--- src/rtl/sr_ex_stage.sv ---
// Execute stage: an EX slot holding the accepted instruction, feeding an
// external ALU, and a RES slot capturing the ALU outputs for writeback.
// Operands for the ALU are forwarded from the RES slot or the writeback port.
module sr_ex_stage #(
  parameter int unsigned FWD_EN = 1
) (
  input  logic        clk,
  input  logic        rst,
  // decode side
  input  logic        in_valid,
  output logic        in_ready,
  input  logic [31:0] in_rs1_val,
  input  logic [31:0] in_rs2_val,
  input  logic [31:0] in_imm,
  input  logic [4:0]  in_rs1_addr,
  input  logic [4:0]  in_rs2_addr,
  input  logic [4:0]  in_rd_addr,
  input  logic        in_use_imm,
  input  logic        in_rd_we,
  input  logic [2:0]  in_oper,
  input  logic        flush,
  // ALU
  output logic [31:0] alu_srcA,
  output logic [31:0] alu_srcB,
  output logic [2:0]  alu_oper,
  input  logic [31:0] alu_result,
  input  logic        alu_zero,
  // writeback port (forwarding source)
  input  logic        wb_we,
  input  logic [4:0]  wb_addr,
  input  logic [31:0] wb_data,
  // writeback side
  output logic        out_valid,
  input  logic        out_ready,
  output logic [4:0]  out_rd_addr,
  output logic        out_rd_we,
  output logic [31:0] out_result,
  output logic        out_zero
);

  // EX slot
  logic        ex_valid_q, ex_valid_d;
  logic [31:0] ex_rs1_val_q, ex_rs2_val_q, ex_imm_q;
  logic [4:0]  ex_rs1_addr_q, ex_rs2_addr_q, ex_rd_addr_q;
  logic        ex_use_imm_q, ex_rd_we_q;
  logic [2:0]  ex_oper_q;

  // RES slot
  logic        out_valid_q, out_valid_d;
  logic [31:0] out_result_q;
  logic        out_zero_q;
  logic [4:0]  out_rd_addr_q;
  logic        out_rd_we_q;

  logic res_free, ex_adv, accept, res_load;
  logic [31:0] fwd_rs1, fwd_rs2;

  assign res_free = !out_valid_q || out_ready;
  assign ex_adv   = ex_valid_q && res_free;
  assign in_ready = (!ex_valid_q || res_free) && !flush;
  assign accept   = in_valid && in_ready;
  // A flushed instruction never reaches RES, even if it could advance.
  assign res_load = ex_adv && !flush;

  // Operand source select: RES slot beats writeback port; x0 is never forwarded.
  function automatic logic [31:0] fwd_sel(
    input logic [4:0]  rs,
    input logic [31:0] cap,
    input logic        res_hit_en,
    input logic [4:0]  res_addr,
    input logic [31:0] res_data,
    input logic        wb_en,
    input logic [4:0]  wb_a,
    input logic [31:0] wb_d
  );
    logic [31:0] r;
    r = cap;
    if (FWD_EN != 0 && rs != 5'd0) begin
      if (res_hit_en && res_addr == rs) r = res_data;
      else if (wb_en && wb_a == rs)     r = wb_d;
    end
    return r;
  endfunction

  // Forwarded operand values for the instruction sitting in EX.
  always_comb begin
    fwd_rs1 = fwd_sel(ex_rs1_addr_q, ex_rs1_val_q, out_rd_we, out_rd_addr_q,
                      out_result_q, wb_we, wb_addr, wb_data);
    fwd_rs2 = fwd_sel(ex_rs2_addr_q, ex_rs2_val_q, out_rd_we, out_rd_addr_q,
                      out_result_q, wb_we, wb_addr, wb_data);
  end

  assign alu_srcA = fwd_rs1;
  assign alu_srcB = ex_use_imm_q ? ex_imm_q : fwd_rs2;
  assign alu_oper = ex_oper_q;

  // Slot occupancy next-state.
  always_comb begin
    ex_valid_d  = ex_valid_q;
    out_valid_d = out_valid_q;
    if (flush)        ex_valid_d = 1'b0;
    else if (accept)  ex_valid_d = 1'b1;
    else if (ex_adv)  ex_valid_d = 1'b0;
    if (res_load)       out_valid_d = 1'b1;
    else if (out_ready) out_valid_d = 1'b0;
  end

  // EX slot register: loads on accept, otherwise holds.
  always_ff @(posedge clk or posedge rst) begin
    if (rst) begin
      ex_valid_q    <= 1'b0;
      ex_rs1_val_q  <= '0;
      ex_rs2_val_q  <= '0;
      ex_imm_q      <= '0;
      ex_rs1_addr_q <= '0;
      ex_rs2_addr_q <= '0;
      ex_rd_addr_q  <= '0;
      ex_use_imm_q  <= 1'b0;
      ex_rd_we_q    <= 1'b0;
      ex_oper_q     <= '0;
    end else begin
      ex_valid_q <= ex_valid_d;
      if (accept) begin
        ex_rs1_val_q  <= in_rs1_val;
        ex_rs2_val_q  <= in_rs2_val;
        ex_imm_q      <= in_imm;
        ex_rs1_addr_q <= in_rs1_addr;
        ex_rs2_addr_q <= in_rs2_addr;
        ex_rd_addr_q  <= in_rd_addr;
        ex_use_imm_q  <= in_use_imm;
        ex_rd_we_q    <= in_rd_we;
        ex_oper_q     <= in_oper;
      end
    end
  end

  // RES slot register: captures ALU outputs when EX advances.
  always_ff @(posedge clk or posedge rst) begin
    if (rst) begin
      out_valid_q   <= 1'b0;
      out_result_q  <= '0;
      out_zero_q    <= 1'b0;
      out_rd_addr_q <= '0;
      out_rd_we_q   <= 1'b0;
    end else begin
      out_valid_q <= out_valid_d;
      if (res_load) begin
        out_result_q  <= alu_result;
        out_zero_q    <= alu_zero;
        out_rd_addr_q <= ex_rd_addr_q;
        out_rd_we_q   <= ex_rd_we_q;
      end
    end
  end

  assign out_valid   = out_valid_q;
  assign out_result  = out_result_q;
  assign out_zero    = out_zero_q;
  assign out_rd_addr = out_rd_addr_q;
  assign out_rd_we   = out_valid_q && out_rd_we_q;

endmodule

--- config.mk ---
export PLATFORM = sky130hd
export DESIGN_NAME = sr_ex_stage
export DESIGN_NICKNAME = d
export VERILOG_FILES = /design/src/rtl/sr_ex_stage.sv
export SDC_FILE = /design/constraint.sdc
export NUM_CORES = 1
export LEC_CHECK = 0
export CELL_PAD_IN_SITES_DETAIL_PLACEMENT = 1
export CELL_PAD_IN_SITES_GLOBAL_PLACEMENT = 2
export CORE_ASPECT_RATIO = 0.9
export CORE_MARGIN = 4
export CORE_UTILIZATION = 28
export CTS_CLUSTER_DIAMETER = 50
export DETAILED_ROUTE_END_ITERATION = 6
export PLACE_DENSITY_LB_ADDON = 0.12
export SLEW_MARGIN = 20
export SYNTH_ARGS = -nofsm -noshare
export SYNTH_HDL_FRONTEND = slang
export SYNTH_SLANG_ARGS = --single-unit
--- constraint.sdc ---
create_clock -name clk -period 5.4 [get_ports clk]
set_clock_uncertainty 0.1 [all_clocks]
set_input_delay 0.54 -clock clk [delete_from_list [all_inputs] [get_ports clk]]
set_output_delay 0.54 -clock clk [all_outputs]
set_load 0.005 [all_outputs]
==> results.json, run 1 <==
{
  "outcome": "finished clean",
  "cp_max_fo": 32,
  "postCtsSetupRepairBufs": 0,
  "dpl_worst_slack_ns": 1.18,
  "num_vias": 6620,
  "powerDensity_nw_per_um2": 339,
  "power_mw": 4.06,
  "final-hold-violation-count": 0,
  "worstPathArrival_ns": 3.65,
  "worst_ep_required_time_ns": 4.76,
  "synth.area.mux_share": 0.212,
  "final.hold.worst_slack_ns": 0.402,
  "floorplan.die.height_um": 169,
  "placeableCoreArea_sq_um": 28200,
  "hold_path_class": "flop to flop",
  "cts.root.buffer_cell": "clkbuf_16",
  "synth_fa_ha_area_frac": 0,
  "htreeDepth": 4,
  "instances_no_fill": 1355,
  "antenna_found_initial": 2,
  "number_of_flip_flops_and_latches_in_the_synthesized_netlist": 157,
  "synth_top_cell_area_share": 0.488,
  "clock_tree.buffer_depth": 2,
  "most_common_flop_cell_mapped_by_yosys": "dfrtp_1",
  "cts_clk_pin_slew_worst_paths_ns": 0.07,
  "peak_supply_drop_mv": 0.188,
  "grt_use_total": 0.186,
  "num-fill-cells": 3055,
  "synthTopCellsByCount": "dfrtp_1, mux2_2, nand2_1, inv_1, nand3_1",
  "setup-tns-final_ns": 0,
  "maxSlewViolCount": 0,
  "synthTopCellsByArea": "dfrtp_1, mux2_2, a221oi_2, mux2i_1, o221ai_1",
  "max_stage_delay_ns": 0.85,
  "placement.io_buffers": 299,
  "synth.most_common_cell": "dfrtp_1",
  "clkSinkCount": 157,
  "cts-resized-gates": 0,
  "max_slew.worst_pin.slew_ns": 1.02,
  "ys_warn_count": 0,
  "setup.worst_path.class": "flop to output pin",
  "achievable-frequency_mhz": 233,
  "synthArstFlopShare": 1.00,
  "postSynthCellCount": 701,
  "post_synth_instance_area_sq_um": 8040,
  "final_layout_size_suffix_gt1_frac": 0.208,
  "number_of_iterations_in_the_first_detailed_routing_pass": 4,
  "synth_compound_gate_area_share": 0.140,
  "cpMaxStageDelayCell": "nand2b_2",
  "worst_slew_margin_relative_to_its_limit": 0.322,
  "rsz0062_at_grt": "false",
  "static-leakage-power_nw": 4.86,
  "initial_core_util": 0.286,
  "final_report_setup_violation_count": 0,
  "cts_tree": "yes",
  "simple_gate_portion_of_the_synthesized_area": 0.0678,
  "synth_cell_types": 31,
  "part_of_the_yosys_area_used_for_sequential_elements": 0.488,
  "syn_nets": 893,
  "synth_top_family_by_area": "multiplexers",
  "placed_cell_area_sq_um": 11300,
  "critical_path.cell_chain": "xnor2_1 > nand4_1 > nor3_4 > nand2b_2 > o221ai_1 > clkdlybuf4s50_1",
  "cts_buffers": 17,
  "timing.critical_path.buf_inv": 1,
  "design.portCount": 300,
  "grt_pass1_vias": 7165,
  "critical_path.endpoint_type": "output pin",
  "crit_family": "simple AND/OR/NAND/NOR gates",
  "placed_cells": 1322,
  "maximum_number_of_pins_on_one_net_before_global_route_repair": 73,
  "clkLatencyLatePin_ns": 0.42,
  "drt_wl_total_um": 29700,
  "syn_area_per_cell_sq_um": 11.5,
  "synthDominantAreaCellType": "dfrtp_1",
  "place_congestion": 0.751,
  "critPathLaunchType": "flop",
  "synth_xor_xnor_area_share": 0.0218,
  "rows": 58,
  "maxcap_viol_count": 0,
  "route.detailed.drc": 0,
  "die_w_um": 187,
  "timing.reg2reg.setup_slack_ns": 2.65,
  "finalWorstSetupSlack_ns": 1.11,
  "ff_latch_area_sq_um": 3930,
  "post_layout_util": 0.426,
  "detail-route-antenna-nets": 0,
  "dp_hpwl_um": 20900,
  "final_nets": 1173,
  "detailedRoute.firstIterationViolations": 242,
  "routed_wire_length_per_instance_um": 21.9,
  "area_growth_syn_to_layout_pct": 49.0,
  "number_of_enable_flip_flop_cells_after_synthesis": 0,
  "design_area_sq_um": 12000,
  "min_period_ns": 4.29,
  "multi_input_comb_area_sq_um": 3600,
  "die_area_sq_um": 31500,
  "gr-total-overflow": 0,
  "grt_pass1_wl_um": 45100,
  "hold_buffers": 0,
  "timing.final.crit_share": 0.794,
  "avgViaCountPerCell": 4.89
}
## report_power, final
group | internal (mW) | switching (mW)
Clock | 0.859 | 0.507
Sequential | 1.37 | 0.160
Combinational | 0.699 | 0.459
Total | 2.93 | 1.13
## registers in the layout, indices dropped and copies added, names as in the netlist
register,count
alu_oper,3
ex_imm_q,32
ex_rd_addr_q,5
ex_rd_we_q,1
ex_rs1_addr_q,5
ex_rs1_val_q,32
ex_rs2_addr_q,5
ex_rs2_val_q,32
ex_use_imm_q,1
ex_valid_q,1
out_rd_addr,5
out_rd_we_q,1
out_result,32
out_valid,1
out_zero,1
## cell type report
cell class / instances / area share
Antenna cell: 2 / 0.000418
Clock buffer: 22 / 0.0396
Clock inverter: 9 / 0.0152
Inverter: 67 / 0.0214
Multi-Input combinational cell: 426 / 0.300
Sequential cell: 157 / 0.328
Tap cell: 360 / 0.0376
Timing Repair Buffer: 312 / 0.258
## worst register-to-register path: stages (launching register included)
cell	delay, ns
dfrtp_1	0.39
nor2b_1	0.35
a21oi_1	0.20
nand2_4	0.73
buf_4	0.48
mux2_2	0.39
## kinds of logic (layout without fill, tap and decap cells)
family | Yosys count | after routing
mux | 155 | 155
buf+inv | 118 | 410
other cells | 0 | 2
simple gates | 120 | 120
compound gates | 131 | 131
xor+xnor | 20 | 20
flops | 157 | 157
## final timing paths
path | startpoint | endpoint | depth (start not counted)
worst max-delay path | out_rd_addr[1] | alu_srcA[0] | 6
worst min-delay path | ex_rd_addr_q[4] | ex_rd_addr_q[4] | 1
worst max register to register | out_valid | ex_rs2_val_q[18] | 5
worst min register to register | ex_rd_addr_q[4] | ex_rd_addr_q[4] | 1
max in group asynchronous | rst | ex_rs1_val_q[23] | 3
min in group asynchronous | rst | ex_rs1_val_q[25] | 2
## per-layer routing
metal  global-route usage  wire, um  part of all wire
met4               0.0450       371             0.013
met3               0.0559      2010             0.068
met5                    0        20           0.00067
met1                0.251     13700              0.46
met2                0.297     13500              0.46
## cell usage in the layout (no fill, tap or decap), types with 17 or more instances in the layout
| cell type | synthesis | routed |
|---|---|---|
| a221oi_2 | 30 | 30 |
| inv_1 | 67 | 66 |
| o21ai_0 | 32 | 32 |
| nand2_1 | 68 | 65 |
| clkbuf_16 | 0 | 17 |
| o221ai_1 | 32 | 32 |
| mux2i_1 | 32 | 32 |
| clkdlybuf4s50_1 | 0 | 299 |
| nand3_1 | 33 | 33 |
| mux2_2 | 123 | 123 |
| o22ai_1 | 32 | 32 |
| dfrtp_1 | 157 | 157 |
(Power assumes the default switching activity.)
==> inputs of run 2 (changes only) <==
==> constraint.sdc (replaced) <==
create_clock -name clk -period 3.98 [get_ports clk]
set_clock_uncertainty 0.1 [all_clocks]
set_input_delay 0.398 -clock clk [delete_from_list [all_inputs] [get_ports clk]]
set_output_delay 0.398 -clock clk [all_outputs]
set_load 0.005 [all_outputs]
==> results.json, run 2 (synthesized netlist as in run 1, its figures left out) <==
{
  "cts-resized-gates": 0,
  "min_period_ns": 3.70,
  "placeableCoreArea_sq_um": 28200,
  "routed_wire_length_per_instance_um": 21.1,
  "design.portCount": 300,
  "clock_tree.buffer_depth": 2,
  "final_layout_size_suffix_gt1_frac": 0.212,
  "dp_hpwl_um": 20600,
  "cp_max_fo": 32,
  "critPathLaunchType": "flop",
  "drt_wl_total_um": 28600,
  "final-hold-violation-count": 0,
  "cts_tree": "yes",
  "setup.worst_path.class": "flop to output pin",
  "hold_buffers": 0,
  "maxSlewViolCount": 0,
  "placed_cells": 1324,
  "setup-tns-final_ns": 0,
  "cts_clk_pin_slew_worst_paths_ns": 0.07,
  "peak_supply_drop_mv": 0.243,
  "critical_path.endpoint_type": "output pin",
  "place_congestion": 0.765,
  "powerDensity_nw_per_um2": 444,
  "postCtsSetupRepairBufs": 0,
  "max_slew.worst_pin.slew_ns": 0.816,
  "rows": 58,
  "initial_core_util": 0.286,
  "detail-route-antenna-nets": 0,
  "route.detailed.drc": 0,
  "final_common_cell": "clkdlybuf4s50_1",
  "final_nets": 1175,
  "grt_pass1_vias": 7007,
  "achievable-frequency_mhz": 270,
  "detailedRoute.firstIterationViolations": 226,
  "worstPathArrival_ns": 3.21,
  "hold_path_class": "input pin to asynchronous set/reset pin",
  "area_growth_syn_to_layout_pct": 49.3,
  "avgViaCountPerCell": 4.79,
  "antenna_found_initial": 1,
  "worst_slew_margin_relative_to_its_limit": 0.455,
  "layout.cells.most_common_list": "clkdlybuf4s50_1, dfrtp_1, mux2_2",
  "outcome": "finished clean",
  "placement.io_buffers": 299,
  "cts.root.buffer_cell": "clkbuf_16",
  "grt_pass1_wl_um": 44000,
  "maximum_number_of_pins_on_one_net_before_global_route_repair": 80,
  "rsz0062_at_grt": "false",
  "number_of_iterations_in_the_first_detailed_routing_pass": 4,
  "final_report_setup_violation_count": 0,
  "htreeDepth": 4,
  "clkSinkCount": 157,
  "worst_ep_required_time_ns": 3.48,
  "static-leakage-power_nw": 4.87,
  "instances_no_fill": 1356,
  "gr-total-overflow": 0,
  "clkLatencyLatePin_ns": 0.42,
  "die_area_sq_um": 31500,
  "grt_use_total": 0.180,
  "maxcap_viol_count": 0,
  "floorplan.die.height_um": 169,
  "num-fill-cells": 3040,
  "timing.final.crit_share": 0.931,
  "die_w_um": 187,
  "cts_buffers": 17,
  "num_vias": 6494
}
run 2: cell count changes in the layout (fill, tap and decap cells not counted), moves of 2 or more:
cell	previous run	this run
buf_12	0	6
buf_4	13	9
bufinv_16	5	2
inv_6	2	5
clkbuf_1	2	0
clkbuf_8	3	1
inv_8	0	2
run 2: final timing paths:
kind / start / endpoint / slack (ns) / cells past startpoint
max in group asynchronous: rst / ex_rs1_val_q[5] / 2.72 / 3
worst max register to register: out_valid / ex_rs2_val_q[22] / 1.65 / 5
worst min register to register: ex_rd_addr_q[2] / ex_rd_addr_q[2] / 0.40 / 1
worst min-delay path: rst / alu_oper[0] / 0.24 / 2
worst max-delay path: ex_rs2_addr_q[1] / alu_srcB[0] / 0.28 / 6
min in group clk: ex_rd_addr_q[2] / ex_rd_addr_q[2] / 0.40 / 1
run 2: worst max-delay path, cell delays in order (launching register included):
cell and delay, ns:
dfrtp_1 0.45, or4_1 0.57, nor2_2 0.26, nand2_2 0.54
o22ai_1 0.31, a221oi_1 0.07, clkdlybuf4s50_1 0.57
run 2: per-stage QoR:
stage	hold slack [ns]	power, mW	util	setup WS, ns	cell area, sq um
floorplan	0.364	2.78	-	1.50	8050
global route	0.260	5.65	0.426	0.0228	12000
detailed placement	0.392	3.70	0.405	0.488	11400
global placement	0.385	3.68	0.405	0.456	11400
CTS	0.227	5.44	0.426	0.199	12000
finish	0.238	5.33	0.426	0.276	12000
run 2: final cells by class:
type                       instances  area [sq um]  share of cell area
sequential                       157          3930               0.327
multi-input combinational        426          3600               0.299
timing repair buffer             314          3180               0.265
tap                              360           450              0.0375
clock buffer                      18           439              0.0366
inverter                          67           255              0.0213
clock inverter                    13           155              0.0129
antenna                            1          2.50            0.000208
run 2: report_power, final:
part           internal [mW]  switching, mW
Sequential              1.86          0.211
Combinational          0.956          0.611
Clock                  0.957          0.734
run 2: per-layer routing:
metal | share of wire | wire (um) | GRT usage
met1 | 0.46 | 13100 | 0.235
met2 | 0.48 | 13600 | 0.301
met3 | 0.056 | 1590 | 0.0491
met4 | 0.010 | 285 | 0.0386
met5 | 0.00045 | 13 | 0
